==> src/rtl/capture_core.sv <==
// Input-capture core: measures clk-cycle distance between qualifying edges on capture_in.
// Optional glitch filter on the synchronized pin is enabled by defining CAPTURE_GLITCH_FILTER_EN.
module capture_core (
    input  logic        clk,
    input  logic        rst,
    input  logic        start,
    input  logic        halt,
    input  logic        single_shot,
    input  logic [1:0]  edge_sel,
    input  logic        capture_in,
    output logic        active,
    output logic        capture_valid,
    output logic [31:0] captured_value,
    output logic        overflow
);

    typedef enum logic [1:0] {
        S_IDLE    = 2'd0,
        S_ARMED   = 2'd1,
        S_MEASURE = 2'd2
    } state_t;

    state_t      r_state;
    logic        r_s1;
    logic        r_s2;
    logic        r_s3;
    logic [31:0] r_count;
    logic        r_single;
    logic [1:0]  r_edge_sel;

    logic        w_level;
    logic        w_rise;
    logic        w_fall;
    logic        w_accept;

`ifdef CAPTURE_GLITCH_FILTER_EN
    logic r_f1;
    logic r_f2;

    // r_s3 holds the previous filtered level, so it doubles as the filter's hold value.
    always_comb begin
        w_level = r_s3;
        if ((r_s2 == r_f1) && (r_f1 == r_f2)) begin
            w_level = r_s2;
        end
    end

    always_ff @(posedge clk) begin
        if (rst) begin
            r_f1 <= 1'b0;
            r_f2 <= 1'b0;
        end else begin
            r_f1 <= r_s2;
            r_f2 <= r_f1;
        end
    end
`else
    assign w_level = r_s2;
`endif

    always_ff @(posedge clk) begin
        if (rst) begin
            r_s1 <= 1'b0;
            r_s2 <= 1'b0;
            r_s3 <= 1'b0;
        end else begin
            r_s1 <= capture_in;
            r_s2 <= r_s1;
            r_s3 <= w_level;
        end
    end

    assign w_rise   = w_level & ~r_s3;
    assign w_fall   = ~w_level & r_s3;
    assign w_accept = (r_edge_sel == 2'b00) ? w_rise :
                      (r_edge_sel == 2'b01) ? w_fall : (w_rise | w_fall);

    // Priority inside each state: halt, then accepted edge, then overflow.
    always_ff @(posedge clk) begin
        if (rst) begin
            r_state        <= S_IDLE;
            r_count        <= 32'd0;
            r_single       <= 1'b0;
            r_edge_sel     <= 2'b00;
            active         <= 1'b0;
            capture_valid  <= 1'b0;
            captured_value <= 32'd0;
            overflow       <= 1'b0;
        end else begin
            capture_valid <= 1'b0;
            case (r_state)
                S_IDLE: begin
                    if (start && !halt) begin
                        r_state    <= S_ARMED;
                        r_single   <= single_shot;
                        r_edge_sel <= edge_sel;
                        overflow   <= 1'b0;
                        active     <= 1'b1;
                    end
                end
                S_ARMED: begin
                    if (halt) begin
                        r_state <= S_IDLE;
                        r_count <= 32'd0;
                        active  <= 1'b0;
                    end else if (w_accept) begin
                        r_state <= S_MEASURE;
                        r_count <= 32'd1;
                    end
                end
                S_MEASURE: begin
                    if (halt) begin
                        r_state <= S_IDLE;
                        r_count <= 32'd0;
                        active  <= 1'b0;
                    end else if (w_accept) begin
                        captured_value <= r_count;
                        capture_valid  <= 1'b1;
                        if (r_single) begin
                            r_state <= S_IDLE;
                            r_count <= 32'd0;
                            active  <= 1'b0;
                        end else begin
                            r_count <= 32'd1;
                        end
                    end else if (r_count == 32'hFFFF_FFFF) begin
                        overflow <= 1'b1;
                        r_state  <= S_IDLE;
                        r_count  <= 32'd0;
                        active   <= 1'b0;
                    end else begin
                        r_count <= r_count + 32'd1;
                    end
                end
                default: begin
                    r_state <= S_IDLE;
                    r_count <= 32'd0;
                    active  <= 1'b0;
                end
            endcase
        end
    end

endmodule
==> config.mk <==
export PLATFORM = sky130hd
export DESIGN_NAME = capture_core
export DESIGN_NICKNAME = d
export VERILOG_FILES = /design/src/rtl/capture_core.sv
export SDC_FILE = /design/constraint.sdc
export NUM_CORES = 1
export LEC_CHECK = 0
export ABC_AREA = 1
export ABC_CLOCK_PERIOD_IN_PS = 4950
export CELL_PAD_IN_SITES_DETAIL_PLACEMENT = 1
export CELL_PAD_IN_SITES_GLOBAL_PLACEMENT = 1
export CORE_MARGIN = 1.5
export CORE_UTILIZATION = 44
export CTS_CLUSTER_DIAMETER = 30
export CTS_CLUSTER_SIZE = 16
export DETAILED_ROUTE_END_ITERATION = 7
export PLACE_DENSITY = 0.95
export SLEW_MARGIN = 0
export SYNTH_ARGS = -nofsm -noshare
export SYNTH_HDL_FRONTEND = slang
export SYNTH_SLANG_ARGS = --single-unit
==> constraint.sdc <==
create_clock -name clk -period 4.95 [get_ports clk]
set_input_delay 0.99 -clock clk [delete_from_list [all_inputs] [get_ports clk]]
set_output_delay 0.99 -clock clk [all_outputs]
set_load 0.005 [all_outputs]
Word level (Yosys, flattened, before mapping)
Index checks and enable logic that the tools add are counted.
- register bits: 75
- output and inout bits: 35
- logic and storage cells: 74
- add/sub/neg operators: 1
- eq/ne operators: 12
- muxes and demuxes: 30
- bitwise logic cells: 8
- reduce and logical (&&, ||, !) cells: 12
- operators by type and width (operator ; number):
    32-bit 2-to-1 mux ; 5
    32-bit one-hot mux with 3 select lines ; 1
    32-bit by 1-bit adder with 32-bit output (second input constant) ; 1
    32-bit equality test (second input constant) ; 1
    1-bit 2-to-1 mux ; 14
    2-bit 2-to-1 mux ; 7
    2-bit != test (second input constant) ; 5
    4-bit != test (second input constant) ; 2
    4-bit AND reduction ; 2
    2-bit one-hot mux with 3 select lines ; 1
    1-bit inverter ; 5
    5-bit AND reduction ; 1
    2-bit by 1-bit equality test with 1-bit output (second input constant) ; 2
    2-bit logical NOT ; 2
    2-bit AND reduction ; 2
    3-bit != test (second input constant) ; 1
    1-bit one-hot mux with 3 select lines ; 1
    3-bit AND reduction ; 1
    3-bit OR reduction ; 1
    1-bit bitwise AND ; 2
    2-bit equality test (second input constant) ; 1
    1-bit one-hot mux with 2 select lines ; 1
    2-bit nonzero test ; 1
    1-bit logical AND ; 1
    2 further kinds ; 2

Longest topological paths before layout
Gate-level depths: netlist of run 1.
- word-level depth: 8
- depth in mapped cells: 12

Worst setup path after synthesis of run 1
OpenSTA, ideal clock, no wires.
- kind: input port to flip-flop
- start point: input port rst
- end point: register r_edge_sel[0]
- setup time: 0.070 ns
- arrival: 1.939 ns
- data required time: 4.880 ns
- slack: 2.941 ns
- cell stages on the path: 6
- buffers on the path: 3
- cell sequence: buf_2 -> inv_1 -> clkbuf_1 -> clkbuf_1 -> o21ai_0 -> a21oi_1
- RTL lines (item ; line ; text):
    from (decl) ; 5 ; input logic rst,
    to (signal assigned) ; 96 ; r_edge_sel <= edge_sel;
    to (decl) ; 29 ; logic [1:0] r_edge_sel;

==> results of run 1 <==
## worst max path at each step
stage,from,end,slack (ps)
after floorplan,rst,r_edge_sel[0],2940
after global placement,rst,r_count[3],1640
after detailed placement,rst,r_count[5],1500
after CTS,rst,r_count[5],1860
after global routing,rst,r_count[5],1690
final,rst,r_count[5],1900
## state kept, by name (all words and copies together), names as in the netlist
register	cells
captured_value	32
r_count	32
r_edge_sel	2
r_state	2
active	1
capture_valid	1
overflow	1
r_s1	1
r_s2	1
r_s3	1
r_single	1
## through the flow
step / util, % / hold WS, ps / std cells / total power, mW
finish: 53.7 / 448 / 665 / 1.57
detailed placement: 51.3 / 438 / 650 / 1.08
CTS: 53.7 / 450 / 665 / 1.57
global route: 53.7 / 474 / 665 / 1.64
floorplan: - / 388 / 520 / 0.998
global placement: 51.3 / 391 / 650 / 1.06
## worst register-to-register path, stage by stage, from the launching register on
cell     delay (ps)
dfxtp_1         350
inv_1            70
ha_1            300
or2_1           230
nand2_1         130
nand3_2         790
o21ai_0         560
a21oi_1         100
## cell type report
| type | instances | area share, % |
|---|---|---|
| clock buffer | 11 | 3.41 |
| clock inverter | 4 | 1.13 |
| inverter | 86 | 7.28 |
| multi-input combinational | 342 | 41.9 |
| sequential | 75 | 33.9 |
| tap | 105 | 2.96 |
| timing repair buffer | 42 | 9.48 |
## cells in the final DEF, fill, tap and decap left out, types with 6 or more instances in the layout
cell,Yosys,layout
o21ai_0,42,42
clkbuf_8,0,11
nand4_1,15,15
nand2_2,6,6
inv_1,80,80
nor2_2,13,13
nand2_1,86,86
a21oi_1,51,51
xor2_1,6,6
ha_1,6,6
dfxtp_1,75,75
nor3_1,13,13
inv_2,6,6
clkdlybuf4s50_1,0,42
nand3_1,24,23
nor2_1,41,41
## power by group
| part | switching, mW | internal, mW | total (mW) |
|---|---|---|---|
| Clock | 0.235 | 0.257 | 0.491 |
| Combinational | 0.288 | 0.130 | 0.418 |
| Sequential | 0.0191 | 0.637 | 0.656 |
| Total | 0.542 | 1.02 | 1.57 |
## metal layers
| layer | track usage, % | part of all wire, % | vias up |
|---|---|---|---|
| met2 | 43.0 | 50 | 66 |
| met4 | 12.0 | 2.7 | 0 |
| met3 | 3.43 | 3.5 | 24 |
| met1 | 28.9 | 43 | 1689 |
| li1 | - | - | 1738 |
| met5 | 0 | 0 | - |
## kinds of logic after synthesis
| kind of cell | count (synthesis) |
|---|---|
| DFF | 75 |
| and+or+nand+nor | 219 |
| adders and majority gates | 6 |
| xor gates and xnor gates | 9 |
| AOI/OAI and AO/OA | 108 |
| buffers and inverters | 103 |
==> impl_metrics.csv, run 1 <==
group,metric,value,unit
layout,stdcell_area,4430,µm²
layout,regArea,1500,µm²
critical_path,critPathArrivalTime,3320,ps
cts,cts-resized-gates,0,
logic_synthesis,syn_nets,534,
critical_path,cpMaxStageDelayCell,"inv_1",
critical_path,r2r_cells,7,
logic_synthesis,synth-edff-count,0,
timing,rsz0062_at_grt,"no",
logic_synthesis,yosys.area_share.simple,29.3,%
timing,slew_viol_final,0,
critical_path,path_cells,"clkdlybuf4s50_1 > inv_1 > nand2_4 > nor3_1",
global_route,grt_pass1_vias,3615,
cts,cts.sink_count,75,
logic_synthesis,syn_area_per_cell,7.26,µm²
critical_path,start_kind,"primary input",
critical_path,reg2reg_slack,2270,ps
global_route,grt_max_degree,66,
cts,post_cts_buffers,0,
routing,drt-total-wl,10400,µm
global_route,antenna_found_initial,0,
critical_path,cp_num_cells,4,
layout,multi_input_area,1860,µm²
floorplanning,die_w,95.7,µm
timing,hold_violations,0,
global_route,grt_overflow,0,
pwr,irDropWorstVdd,0.267,mV
layout,fill_cells,1065,
logic_synthesis,synth_cell_types,38,
timing,setup_viol,0,
critical_path,worst-path-buf-inv,2,
logic_synthesis,synth-seq-cells,75,
pwr,powerDensity,353,nW/µm²
routing,drc,0,
routing,vias_per_cell,5.29,
floorplanning,core.rowCount,33,
pwr,power.leakage,1.60,nW
flow_run,drv_cap,0,
placement,place_ws,1500,ps
critical_path,cp-end-kind,"register",
timing,relSlewSlack,19.1,%
placement,place_area,4230,µm²
cts,ctsHoldBuffers,0,
logic_synthesis,async_flop_share,0,%
cts,numCtsBuffers,9,
critical_path,reg2reg_to,"captured_value[25]",
timing,setup_ws,1900,ps
floorplanning,start_util,45.7,%
placement,dp_hpwl,7470,µm
logic_synthesis,synthAdderAreaFrac,1.99,%
critical_path,r2r_start,"r_s2",
routing,ant_nets,0,
floorplanning,dieHeight,95.7,µm
layout,antennaDiodeCount,0,
logic_synthesis,yosysWarnings,0,
cts,cts_root_buffer,"clkbuf_8",
worst_hold_path,hold_end,"captured_value[11]",
cts,path_clk_slew,70,ps
cts,clockBufferDepth,2,
logic_synthesis,muxShareOfSynthArea,0,%
global_route,track_usage,24.5,%
critical_path,cp_max_fo,40,
worst_hold_path,hold_depth,2,
timing,fin_skew,8.88,ps
routing,dr.pass1.iters,4,
worst_hold_path,worst_hold_path_type,"register to register",
layout,area_growth,17.4,%
timing,finalSetupTns,0,ps
cts,clkLatencyLatePin,360,ps
logic_synthesis,synth_compound_area_share,15.6,%
placement,gp_congestion,0.879,
worst_hold_path,worstHoldStart,"captured_value[11]",
timing,period_share,61.5,%
floorplanning,die-area,9150,µm²
floorplanning,io_pins,43,
logic_synthesis,synth_common_cells,"nand2_1 (86), inv_1 (80), dfxtp_1 (75)",
logic_synthesis,yosys.area_share.xor_xnor,2.09,%
cts,cts_tree,"built",
cts,htreeDepth,3,
layout,nNetsFinal,570,
logic_synthesis,ys_seq_area_share,39.7,%
placement,port_buffers,42,
logic_synthesis,synth_area_leaders,"dfxtp_1 (40%), nand2_1 (8.5%), inv_1 (7.9%)",
critical_path,critPathTopFamily,"buffers and inverters",
run_status,outcome,"finished, final reports clean",
routing,dr.first_iter.drc_count,134,
timing,tightestPinTransition,1210,ps
logic_synthesis,synth_area,3780,µm²
routing,wl_per_cell,15.6,µm
critical_path,crit_type,"primary input to register",
logic_synthesis,synth_most_common_cell,"nand2_1",
logic_synthesis,ys.flop_type,"dfxtp_1",
critical_path,required,5220,ps
logic_synthesis,synth_top_area_share,39.7,%
logic_synthesis,synth_top_family_by_area,"simple AND/OR/NAND/NOR gates",
routing,dr_total_vias,3517,
layout,drive_gt1_share,12.0,%
floorplanning,core_area,8260,µm²
global_route,grt_pass1_wl,17000,µm
logic_synthesis,synth_top_area_cell,"dfxtp_1",
timing,min_period,3050,ps
logic_synthesis,syn_inst,520,
critical_path,slowest_delay,990,ps
timing,max_freq,0.328,GHz
No activity file was read; power rests on OpenSTA's default activity.
==> run 2, diff against run 1 <==
--- a/config.mk
+++ b/config.mk
@@ -6,15 +6,15 @@
 export NUM_CORES = 1
 export LEC_CHECK = 0
 export ABC_AREA = 1
-export ABC_CLOCK_PERIOD_IN_PS = 4950
+export ABC_CLOCK_PERIOD_IN_PS = 2600
 export CELL_PAD_IN_SITES_DETAIL_PLACEMENT = 1
 export CELL_PAD_IN_SITES_GLOBAL_PLACEMENT = 1
 export CORE_MARGIN = 1.5
-export CORE_UTILIZATION = 44
+export CORE_UTILIZATION = 37
 export CTS_CLUSTER_DIAMETER = 30
 export CTS_CLUSTER_SIZE = 16
 export DETAILED_ROUTE_END_ITERATION = 7
-export PLACE_DENSITY = 0.95
+export PLACE_DENSITY = 0.87
 export SLEW_MARGIN = 0
 export SYNTH_ARGS = -nofsm -noshare
 export SYNTH_HDL_FRONTEND = slang
==> constraint.sdc (replaced) <==
create_clock -name clk -period 2.6 [get_ports clk]
set_input_delay 0.52 -clock clk [delete_from_list [all_inputs] [get_ports clk]]
set_output_delay 0.52 -clock clk [all_outputs]
set_load 0.005 [all_outputs]
==> run 2 against run 1 <==
Compared with the run above: non-clock buffer count rose by 9; count of clock-buffer cells in the layout rose by 1; total power rose by 86%; wire length fell by 0.88%; clock power rose by 67%; flip-flop and latch count did not move; final cell count rose by 5.7%; first-iteration DRC count rose by 41%; combinational power rose by 100%; clock skew rose by 4.3 ps; critical path type is now register to register; largest cell class unchanged.
==> impl_metrics.csv, run 2 (synthesis gave the netlist of run 1 again) <==
group,metric,value,unit
run_status,outcome,"finished, final reports clean",
layout,finalNonFillerCells,703,
critical_path,cp-end-kind,"register",
pwr,clkPwrFrac,28.1,%
worst_hold_path,worstHoldStart,"r_s1",
pwr,seqPwrFrac,42.8,%
routing,vias_per_cell,5.01,
routing,dr_total_vias,3519,
flow_run,drv_cap,0,
timing,max_freq,0.487,GHz
timing,tightestPinTransition,562,ps
worst_hold_path,hold_depth,2,
cts,path_clk_slew,80,ps
timing,hold_violations,0,
worst_hold_path,worst_hold_path_type,"register to register",
cts,ctsHoldBuffers,0,
placement,gp_congestion,0.901,
critical_path,crit_type,"register to register",
floorplanning,die_w,104,µm
cts,cts-resized-gates,0,
cts,htreeDepth,3,
pwr,p_sw_share,34.7,%
floorplanning,die-area,10800,µm²
pwr,power_frac_comb,29.1,%
routing,drc,0,
global_route,antenna_found_initial,0,
routing,ant_nets,0,
critical_path,start_kind,"register",
pwr,irDropWorstVdd,0.504,mV
timing,setup_viol,0,
global_route,grt_max_degree,66,
layout,top_regs,"captured_value: 32 flops, r_count: 32 flops",
layout,nNetsFinal,579,
layout,fill_cells,1309,
critical_path,reg2reg_slack,550,ps
critical_path,worst-path-buf-inv,2,
timing,slew_viol_final,0,
cts,post_cts_buffers,0,
worst_hold_path,hold_end,"r_s2",
floorplanning,io_pins,43,
layout,drive_gt1_share,13.3,%
floorplanning,core.rowCount,36,
timing,min_period,2050,ps
timing,rsz0062_at_grt,"no",
floorplanning,core_area,9820,µm²
critical_path,critPathTopFamily,"compound AO/OA/AOI/OAI gates",
placement,dp_cells,687,
critical_path,cpMaxStageDelayCell,"dfxtp_1",
routing,dr.pass1.iters,4,
pwr,power.leakage,1.63,nW
cts,clockBufferDepth,2,
timing,finalSetupTns,0,ps
global_route,track_usage,19.7,%
cts,numCtsBuffers,9,
global_route,grt_pass1_wl,17300,µm
floorplanning,start_util,38.5,%
routing,wl_per_cell,14.6,µm
pwr,p_switching,1.01,mW
critical_path,r2r_cells,9,
critical_path,critPathArrivalTime,2300,ps
critical_path,path_cells,"inv_1 > ha_1 > nand2_1 > nand2_4 > a21oi_4 > buf_4 > nand3_1 > o21ai_0 > nor2_1",
floorplanning,dieHeight,104,µm
layout,area_growth,19.5,%
global_route,grt_pass1_vias,3680,
timing,relSlewSlack,62.5,%
critical_path,reg2reg_to,"r_count[18]",
global_route,grt_overflow,0,
cts,clkLatencyLatePin,350,ps
routing,drt-total-wl,10300,µm
layout,layout_common_cells,"nand2_1 (86), inv_1 (80), dfxtp_1 (75)",
critical_path,required,2840,ps
cts,cts.sink_count,75,
critical_path,slowest_delay,340,ps
pwr,intPower,1.90,mW
placement,port_buffers,42,
placement,dp_hpwl,7700,µm
timing,fin_skew,13.2,ps
critical_path,r2r_start,"r_s2",
routing,dr.first_iter.drc_count,189,
critical_path,cp_max_fo,10,
timing,period_share,79.0,%
cts,cts_root_buffer,"clkbuf_8",
cts,cts_tree,"built",
pwr,powerDensity,646,nW/µm²
layout,layout_commonest_cell,"nand2_1",
layout,antennaDiodeCount,0,
## run 2: cell count changes in the layout (fill, tap and decap cells not counted)
| cell | change |
|---|---|
| buf_4 | +9 |
| clkbuf_1 | +1 |
| bufinv_16 | -1 |
| clkinv_2 | +1 |
## run 2: layer usage
metal / vias to the layer above / wire [µm] / GRT usage (%)
met5: - / 0 / 0
met1: 1677 / 4600 / 23.6
met3: 21 / 405 / 3.82
met2: 68 / 5090 / 35.1
met4: 0 / 173 / 7.24
li1: 1753 / - / -
## run 2: worst max-delay path by stage
stage	cells past startpoint	start	slack [ps]	end
6_report	9	r_s2	550	r_count[18]
2_1_floorplan	10	r_s2	870	r_count[4]
3_3_place_gp	9	halt	290	r_count[16]
5_1_grt	9	r_s2	360	r_count[18]
3_5_place_dp	9	halt	220	r_count[18]
4_1_cts	10	r_s2	560	r_count[26]
## run 2: per-stage QoR
stage	util (%)	area (µm²)	hold WS, ps	setup WS, ps	power, mW
floorplan	-	3780	388	870	1.90
global placement	44.2	4340	391	288	2.08
detailed placement	44.2	4340	405	223	2.12
CTS	46.0	4520	418	558	2.95
global route	46.0	4520	450	363	3.08
finish	46.0	4520	413	545	2.92
## run 2: tightest hold or removal path, cell delays in order (launching register included)
cell	delay [ps]
dfxtp_1	300
inv_1	40
nor2_1	30
## run 2: final cells by class
cell class,count,area (µm²),area share (%)
Sequential cell,75,1500,33.3
Inverter,86,323,7.15
Tap cell,133,166,3.69
Timing Repair Buffer,51,488,10.8
Multi-Input combinational cell,342,1860,41.1
Clock inverter,4,25.0,0.554
Clock buffer,12,155,3.44
## run 2: power by group through the flow
stage	sequential [mW]	combinational [mW]	clock [mW]
2_1_floorplan	1.27	0.625	0
3_3_place_gp	1.27	0.808	0
3_5_place_dp	1.28	0.846	0
4_1_cts	1.25	0.852	0.847
5_1_grt	1.26	0.931	0.893
6_report	1.25	0.849	0.818
==> run 3, diff against run 2 <==
--- a/config.mk
+++ b/config.mk
@@ -6,7 +6,7 @@
 export NUM_CORES = 1
 export LEC_CHECK = 0
 export ABC_AREA = 1
-export ABC_CLOCK_PERIOD_IN_PS = 2600
+export ABC_CLOCK_PERIOD_IN_PS = 1640
 export CELL_PAD_IN_SITES_DETAIL_PLACEMENT = 1
 export CELL_PAD_IN_SITES_GLOBAL_PLACEMENT = 1
 export CORE_MARGIN = 1.5
==> constraint.sdc (replaced) <==
create_clock -name clk -period 1.64 [get_ports clk]
set_input_delay 0.328 -clock clk [delete_from_list [all_inputs] [get_ports clk]]
set_output_delay 0.328 -clock clk [all_outputs]
set_load 0.005 [all_outputs]
==> run 3 against run 2 <==
Compared with the run above: global-route usage increased by 3.6 points; die area unchanged; count of clock-buffer cells in the layout unchanged; combinational power increased to 2.6 times the previous value; clock skew increased by 3.7 ps; largest power group is now combinational cells; cell area increased by 23%; the flow now finishes with violations (negative setup slack); register-to-register slack got worse by 790 ps; flip-flop and latch count unchanged.
==> impl_metrics.csv, run 3 (synthesis gave the netlist of run 1 again) <==
group,metric,value,unit
timing,fin_skew,16.9,ps
routing,wl_per_cell,18.9,µm
critical_path,critPathTopFamily,"simple AND/OR/NAND/NOR gates",
floorplanning,core_area,9820,µm²
timing,slew_viol_final,0,
cts,path_clk_slew,80,ps
critical_path,start_kind,"register",
floorplanning,io_pins,43,
layout,layout_commonest_cell,"inv_1",
timing,setup_ws,-241,ps
flow_run,drv_cap,0,
critical_path,critPathArrivalTime,2130,ps
layout,nNetsFinal,657,
routing,vias_per_cell,5.39,
critical_path,r2r_cells,10,
cts,htreeDepth,3,
timing,relSlewSlack,59.7,%
pwr,power.leakage,2.14,nW
critical_path,cp-end-kind,"register",
layout,fill_cells,1212,
timing,setup_viol,67,
placement,gp_congestion,0.926,
worst_hold_path,hold_end,"r_s2",
pwr,powerDensity,1030,nW/µm²
timing,hold_violations,0,
critical_path,worst-path-buf-inv,1,
global_route,grt_busiest_layer,"met2",
global_route,track_usage,23.4,%
global_route,grt_pass1_wl,20100,µm
cts,cts_root_buffer,"clkbuf_8",
pwr,irDropWorstVdd,0.752,mV
worst_hold_path,hold_depth,2,
worst_hold_path,worst_hold_path_type,"register to register",
global_route,globalRouteMet1Util,26.7,%
critical_path,r2r_start,"r_count[14]",
worst_hold_path,worstHoldStart,"r_s1",
layout,drive_gt1_share,32.9,%
timing,finalSetupTns,-7350,ps
routing,dr_total_vias,4210,
floorplanning,die_w,104,µm
critical_path,reg2reg_to,"r_count[11]",
global_route,grt_pass1_vias,4205,
global_route,gr-usage-met2,41.9,%
routing,ant_nets,0,
routing,drc,0,
floorplanning,start_util,38.5,%
critical_path,crit_type,"register to register",
layout,top_regs,"captured_value: 32 flops, r_count: 32 flops",
critical_path,required,1880,ps
cts,numCtsBuffers,9,
critical_path,path_common_cell,"nand2_1",
global_route,use_met3,4.32,%
floorplanning,dieHeight,104,µm
cts,cts.sink_count,75,
floorplanning,core.rowCount,36,
global_route,grt_max_degree,42,
critical_path,critPathLaunch,"r_count[14]",
timing,period_share,115,%
timing,max_freq,0.532,GHz
placement,dp_hpwl,8700,µm
floorplanning,die-area,10800,µm²
cts,clockBufferDepth,2,
timing,tightestPinTransition,600,ps
timing,rsz0062_at_grt,"yes",
cts,ctsHoldBuffers,0,
critical_path,slowest_delay,490,ps
layout,antennaDiodeCount,0,
routing,dr.pass1.iters,5,
timing,min_period,1880,ps
run_status,outcome,"finished, violations left",
critical_path,reg2reg_slack,-240,ps
timing,timing.hold.ws,403,ps
layout,area_growth,46.5,%
routing,drt-total-wl,14800,µm
global_route,antenna_found_initial,0,
layout,layout_common_cells,"inv_1 (78), nand2_1 (76), buf_4 (71)",
critical_path,cp_max_fo,5,
layout,fin_util,56.4,%
cts,clkLatencyLatePin,370,ps
placement,place_ws,-265,ps
cts,cts_tree,"built",
critical_path,path_cells,"nand2_1 > nor2_1 > nand2_1 > nor2_4 > nand2_4 > nand4_4 > nand2_4 > buf_4 > nand2_1 > a21oi_1",
run_status,violations,"negative setup slack",
critical_path,cpMaxStageDelayCell,"dfxtp_1",
routing,dr.first_iter.drc_count,304,
global_route,grt_overflow,0,
placement,port_buffers,42,
## run 3: cell count changes in the layout (fill, tap and decap cells not counted), sizes merged
cell,delta
clkinv,+1
nand2,+1
clkinvlp,-2
bufinv,+1
buf,+77
## run 3: cell type report
cell class	count	area, µm²	area share (%)
Clock inverter	4	48.8	0.882
Sequential cell	75	1510	27.3
Timing Repair Buffer	128	1140	20.5
Multi-Input combinational cell	343	2190	39.6
Tap cell	133	166	3.01
Clock buffer	12	155	2.80
Inverter	86	325	5.88
## run 3: worst reg2reg max path, stage by stage, from the launching register on
cell     delay (ps)
dfxtp_1         490
nand2_1         130
nor2_1          160
nand2_1         190
nor2_4          200
nand2_4         100
nand4_4         100
nand2_4         110
buf_4           160
nand2_1          70
a21oi_1          50
## run 3: where the power goes
group | switching, mW | internal [mW]
logic | 1.30 | 0.909
clock network | 0.746 | 0.785
registers | 0.0617 | 1.92
## run 3: worst max-delay path by stage
stage                        to  depth (start not counted)
CTS                 r_count[31]                         10
detailed placement  r_count[25]                         10
global placement    r_count[16]                         10
finish              r_count[11]                         10
global route        r_count[11]                         10
floorplan            r_count[4]                         10
## run 3: per-stage QoR
step | cells | power, mW | instance area [µm²]
after floorplan | 520 | 3.02 | 3800
after global placement | 749 | 3.51 | 4840
after detailed placement | 749 | 3.58 | 4840
after CTS | 773 | 5.37 | 5250
after global routing | 781 | 5.94 | 5540
final | 781 | 5.73 | 5540
## run 3: routing by layer
layer  wire, µm  up-vias
met5          0        -
met4        733        0
met3        875       71
met2       7350      209
met1       5830     2026
li1           -     1904
## run 3: what timing repair did
item,in CTS,in global routing
resized for setup,42,74
setup buffers,7,6
endpoints found under the setup margin,64,68
pin swaps,15,36
gates cloned,1,2
==> variant 1 (config.mk and constraints of run 2) <==
Add an input register stage for `start`, `halt`, `single_shot`, `edge_sel` and `capture_in`; this delays them by one clock. Comments in the files are not updated.
--- a/src/rtl/capture_core.sv
+++ b/src/rtl/capture_core.sv
@@ -19,6 +19,20 @@
         S_ARMED   = 2'd1,
         S_MEASURE = 2'd2
     } state_t;
+
+    logic start_q;
+    logic halt_q;
+    logic single_shot_q;
+    logic [1:0] edge_sel_q;
+    logic capture_q;
+
+    always_ff @(posedge clk) begin
+        start_q       <= start;
+        halt_q        <= halt;
+        single_shot_q <= single_shot;
+        edge_sel_q    <= edge_sel;
+        capture_q     <= capture_in;
+    end
 
     state_t      r_state;
     logic        r_s1;
@@ -64,7 +78,7 @@
             r_s2 <= 1'b0;
             r_s3 <= 1'b0;
         end else begin
-            r_s1 <= capture_in;
+            r_s1 <= capture_q;
             r_s2 <= r_s1;
             r_s3 <= w_level;
         end
@@ -90,16 +104,16 @@
             capture_valid <= 1'b0;
             case (r_state)
                 S_IDLE: begin
-                    if (start && !halt) begin
+                    if (start_q && !halt_q) begin
                         r_state    <= S_ARMED;
-                        r_single   <= single_shot;
-                        r_edge_sel <= edge_sel;
+                        r_single   <= single_shot_q;
+                        r_edge_sel <= edge_sel_q;
                         overflow   <= 1'b0;
                         active     <= 1'b1;
                     end
                 end
                 S_ARMED: begin
-                    if (halt) begin
+                    if (halt_q) begin
                         r_state <= S_IDLE;
                         r_count <= 32'd0;
                         active  <= 1'b0;
@@ -109,7 +123,7 @@
                     end
                 end
                 S_MEASURE: begin
-                    if (halt) begin
+                    if (halt_q) begin
                         r_state <= S_IDLE;
                         r_count <= 32'd0;
                         active  <= 1'b0;
Function: changed (a bounded check fails within 4 cycles, from zero or initial values and one cycle with rst high).
==> variant 1 against run 2 <==
  * Largest cell class unchanged
  * Synthesized area is 2.4% lower
  * Clock power up 14%
  * Cell area fell by 1.2%
  * Sequential cell count increased by 6
  * Count of clock-buffer cells in the layout decreased by 1
  * Global-route usage about the same
  * Power decreased by 0.38%
  * Sequential share of layout area is 3.1 points higher
  * Wire length fell by 4.9%
  * Synthesized cell count shrank 1.3%
  * Clock skew fell by 0.0078 ns
  * Final cell count fell by 1.1%
  * Setup slack worse by 0.23 ns
==> variant 1: results (changes against run 2) <==
RUN_STATUS='finished, final reports clean'
DR.FIRST_ITER.DRC_COUNT=130  # -31%
HOLDPATHEND='r_s1'
WORST_PIN_SLEW_NS=0.354  # -0.209 ns
FINALWEIGHTEDCONGESTION=0.881  # -2.2%
YOSYSUNIQUECELLTYPES=35  # -7.9%
NETS=571  # -1.4%
GRT_START_MAX_NET_PINS=38  # -42%
WORST_R2R_ENDPOINT='r_count[28]'
GRT_FIRST_PASS_WIRELENGTH_MM=16.0  # -7.7%
P_LEAK_nW=1.66  # +1.5%
SEQ_AREA_FRAC_SYNTH=0.440  # +0.0423
GROUTE.USAGE.OVERALL=0.197  # -0.000241
SYN-MEAN-INSTANCE-AREA_UM2=7.19  # -1.1%
TOTAL_VIA_COUNT_IN_THE_ROUTED_DESIGN=3434  # -2.4%
SYNTHTOPCELLSBYAREA='sky130_fd_sc_hd__dfxtp_1, sky130_fd_sc_hd__nand2_1, sky130_fd_sc_hd__inv_1, sky130_fd_sc_hd__a21oi_1, sky130_fd_sc_hd__nor2_1'
DRTPASS1ITERATIONS=4  # unchanged
FINAL.FILL_COUNT=1244  # -5.0%
SYNTH_FP_NETS=527  # -1.3%
CP.ARRIVAL_NS=2.57  # +0.27 ns
POST_ROUTE_WL_MM=9.77  # -4.9%
AVERAGE_WIRE_LENGTH_PER_CELL_AFTER_DETAIL_ROUTING_UM=14.1  # -3.8%
LAYOUT-DRIVE-GT1-SHARE=0.0836  # -0.0497
PLACE.DETAILED.HPWL_MM=7.40  # -3.9%
CLOCK_BUFFERS_CREATED_BY_TRITONCTS=9  # unchanged
SYNTHTOPCELLSBYCOUNT='sky130_fd_sc_hd__nand2_1, sky130_fd_sc_hd__inv_1, sky130_fd_sc_hd__dfxtp_1'
NUMPLACEDINSTANCES=679  # -1.2%
FF2FF_PATH_DEPTH=10  # +1
VDD_DROP_MAX_mV=0.339  # -33%
DP_SLACK_NS=0.389  # +0.166 ns
HP-START='capture_q'
SKEW_NS=0.00537  # -0.00781 ns
variant 1: changes by cell type after synthesis, moves of 5 or more:
cell	delta
sky130_fd_sc_hd__inv_1	+5
sky130_fd_sc_hd__nand4_1	-7
sky130_fd_sc_hd__nor2_2	-9
sky130_fd_sc_hd__dfxtp_1	+6
sky130_fd_sc_hd__nor2_1	+19
variant 1: worst max-delay path by stage:
stage | endpoint | cells past startpoint | slack (ns) | from
floorplan | r_state[0] | 12 | 0.89 | r_s2
global placement | r_count[28] | 10 | 0.58 | r_s2
detailed placement | r_count[28] | 10 | 0.39 | r_s2
CTS | r_count[28] | 10 | 0.34 | r_s2
global route | r_count[28] | 10 | 0.21 | r_s2
finish | r_count[28] | 10 | 0.32 | r_s2
variant 1: cell families (layout without fill, tap and decap cells):
kind of cell | after synthesis | after routing | share of synthesized area
AOI/OAI and AO/OA | 102 | 102 | 0.144
xor gates and xnor gates | 7 | 7 | 0.0166
adders and majority gates | 6 | 6 | 0.0204
buffers and inverters | 102 | 151 | 0.108
DFF | 81 | 81 | 0.440
and+or+nand+nor | 215 | 215 | 0.271
variant 1: through the flow:
step	utilization	cell area [um^2]	power, W	hold WS (ns)
global placement	0.439	4270	0.00197	0.391
CTS	0.459	4460	0.00293	0.410
detailed placement	0.439	4270	0.00201	0.398
global route	0.459	4460	0.00307	0.438
finish	0.459	4460	0.00291	0.406
floorplan	-	3690	0.00181	0.388
variant 1: metal layers:
layer	GRT usage	share of wire	vias up
li1	-	-	1713
met1	0.237	0.44	1636
met2	0.341	0.50	67
met3	0.0495	0.039	18
met4	0.0728	0.020	0
met5	0	0	-
variant 1: final cells by class:
cell class	count	area, um^2	share of cell area
clock buffers	11	141	0.0317
clock inverters	5	55.1	0.0123
inverters	87	327	0.0732
multi-input cells	330	1670	0.375
flip-flops and latches	81	1620	0.363
well taps	133	166	0.0373
repair buffers	48	478	0.107
variant 1: power groups by stage:
stage	Clock, W	Combinational, W	Sequential [W]
2_1_floorplan	0	0.000442	0.00137
3_3_place_gp	0	0.000609	0.00136
3_5_place_dp	0	0.000639	0.00137
4_1_cts	0.000949	0.000642	0.00134
5_1_grt	0.00101	0.000716	0.00135
6_report	0.000930	0.000638	0.00134
variant 1: critical path: stages, from the launching register on:
cell and delay [ns]:
sky130_fd_sc_hd__dfxtp_1 0.34, sky130_fd_sc_hd__inv_1 0.07, sky130_fd_sc_hd__ha_1 0.29, sky130_fd_sc_hd__or2_1 0.27, sky130_fd_sc_hd__nand3_2 0.12, sky130_fd_sc_hd__nand2_4 0.16
sky130_fd_sc_hd__inv_2 0.25, sky130_fd_sc_hd__nand2_1 0.12, sky130_fd_sc_hd__nor2_1 0.28, sky130_fd_sc_hd__o21ai_0 0.17, sky130_fd_sc_hd__a21oi_1 0.15
==> variant 2 (config.mk and constraints of run 2) <==
Made on the original files. The option `CAPTURE_GLITCH_FILTER_EN` is turned on by a define.
--- a/src/rtl/capture_core.sv
+++ b/src/rtl/capture_core.sv
@@ -1,5 +1,7 @@
 // Input-capture core: measures clk-cycle distance between qualifying edges on capture_in.
 // Optional glitch filter on the synchronized pin is enabled by defining CAPTURE_GLITCH_FILTER_EN.
+`define CAPTURE_GLITCH_FILTER_EN
+
 module capture_core (
     input  logic        clk,
     input  logic        rst,
Function: changed (a bounded check fails within 10 cycles, from zero or initial values and one cycle with rst high).
==> variant 2 against run 2 <==
  * Sequential cell count grew 2
  * Power down 0.19%
  * Cell area up 0.44%
  * Synthesized area shrank 1.0%
  * Die area is 1.0% lower
  * Setup slack got worse by 0.39 ns
  * First-iteration DRC count fell by 3.7%
  * Sequential share of layout area grew 0.74 points
  * Wire length grew 4.5%
  * Critical path type unchanged
  * Largest power group unchanged
  * Highest routed layer unchanged
==> variant 2: results (changes against run 2) <==
RUN_STATUS='finished, final reports clean'
DR.FIRST_ITER.DRC_COUNT=182  # -3.7%
SKEW_NS=0.00850  # -0.00468 ns
GRT_FIRST_PASS_WIRELENGTH_MM=18.1  # +4.4%
WORSTPATHMAXFANOUT=15  # +5
POWER_REPORT.INTERNAL_TOTAL_W=0.00197  # +3.6%
FINISH.INSTANCE_AREA_UM2=4540  # +0.44%
SYNTH-XOR-AREA-SHARE=0.0187  # -0.00213
REGTOREGSETUPSLACK_NS=0.16  # -0.39 ns
LAYOUT-DRIVE-GT1-SHARE=0.0892  # -0.0441
SYNTHTOPCELLSBYAREA='sky130_fd_sc_hd__dfxtp_1, sky130_fd_sc_hd__inv_1, sky130_fd_sc_hd__nand2_1, sky130_fd_sc_hd__a21oi_1, sky130_fd_sc_hd__o21ai_0'
FINALWEIGHTEDCONGESTION=0.929  # +3.2%
SEQ_AREA_FRAC_SYNTH=0.412  # +0.0148
GATE_FAMILY_RESPONSIBLE_FOR_THE_MOST_DELAY_ALONG_THE_WORST_PATH='simple AND/OR/NAND/NOR gates'
SYNTH_FP_NETS=547  # +2.4%
YOSYSUNIQUECELLTYPES=33  # -13%
TOTAL_VIA_COUNT_IN_THE_ROUTED_DESIGN=3588  # +2.0%
PLACE.DETAILED.HPWL_MM=8.09  # +5.1%
POST_DRT_VIA_CELL_RATIO=5.01  # +0.11%
MIN_PERIOD_OVER_PERIOD=0.939  # +0.149
SHARE_SEQ_OF_TOTAL_POWER=0.430  # +0.002
FINAL.FILL_COUNT=1251  # -4.4%
DP_SLACK_NS=0.208  # -0.0152 ns
VDD_DROP_MAX_mV=0.372  # -26%
FF2FF_PATH_DEPTH=13  # +4
NUMPLACEDINSTANCES=700  # +1.9%
NETLIST_INSTANCES=533  # +2.5%
CP.ARRIVAL_NS=2.70  # +0.40 ns
PWR.GROUP.CLOCK_W=0.000977  # +19%
POST_ROUTE_WL_MM=10.7  # +4.5%
FINAL.HOLD.WORST_SLACK_NS=0.426  # +0.0136 ns
-- variant 2: cell count changes in the layout (fill, tap and decap cells not counted), moves of 5 or more --
cell	before	now
sky130_fd_sc_hd__nand4_1	15	8
sky130_fd_sc_hd__inv_1	80	95
sky130_fd_sc_hd__inv_2	6	1
sky130_fd_sc_hd__a21oi_2	5	0
sky130_fd_sc_hd__nor2_2	13	4
sky130_fd_sc_hd__nor2_1	41	56
-- variant 2: metal layers --
metal  share of wire  track usage  routed length (um)  vias up
met5               0            0                   0        -
met1            0.44        0.252                4730     1736
li1                -            -                   -     1775
met3           0.031       0.0415                 337       18
met4           0.018       0.0754                 189        0
met2            0.51        0.376                5480       59
-- variant 2: cell type report --
| class | count | area share |
|---|---|---|
| Inverter | 96 | 0.0794 |
| Clock inverter | 5 | 0.0171 |
| Multi-Input combinational cell | 344 | 0.390 |
| Clock buffer | 9 | 0.0273 |
| Timing Repair Buffer | 52 | 0.110 |
| Sequential cell | 77 | 0.340 |
| Tap cell | 133 | 0.0367 |
-- variant 2: metrics by stage --
stage	util	setup TNS, ns
2_1_floorplan	-	0
4_1_cts	0.462	0
3_3_place_gp	0.441	0
6_report	0.464	0
5_1_grt	0.464	-0.0117
3_5_place_dp	0.441	0
-- variant 2: what timing repair did --
action / CTS / global route
endpoints found under the setup margin: 0 / 4
buffers inserted: 0 / 2
hold buffers: 0 / 0
gates resized for setup: 0 / 3
endpoints found under the hold margin: 0 / 0
-- variant 2: worst max-delay path by stage --
stage,startpoint,end,depth (start not counted)
3_5_place_dp,r_s2,r_count[15],13
2_1_floorplan,r_s2,r_count[10],15
4_1_cts,r_s2,r_count[15],13
3_3_place_gp,r_s2,r_count[15],13
5_1_grt,r_s2,r_count[19],13
6_report,r_s2,r_count[11],13
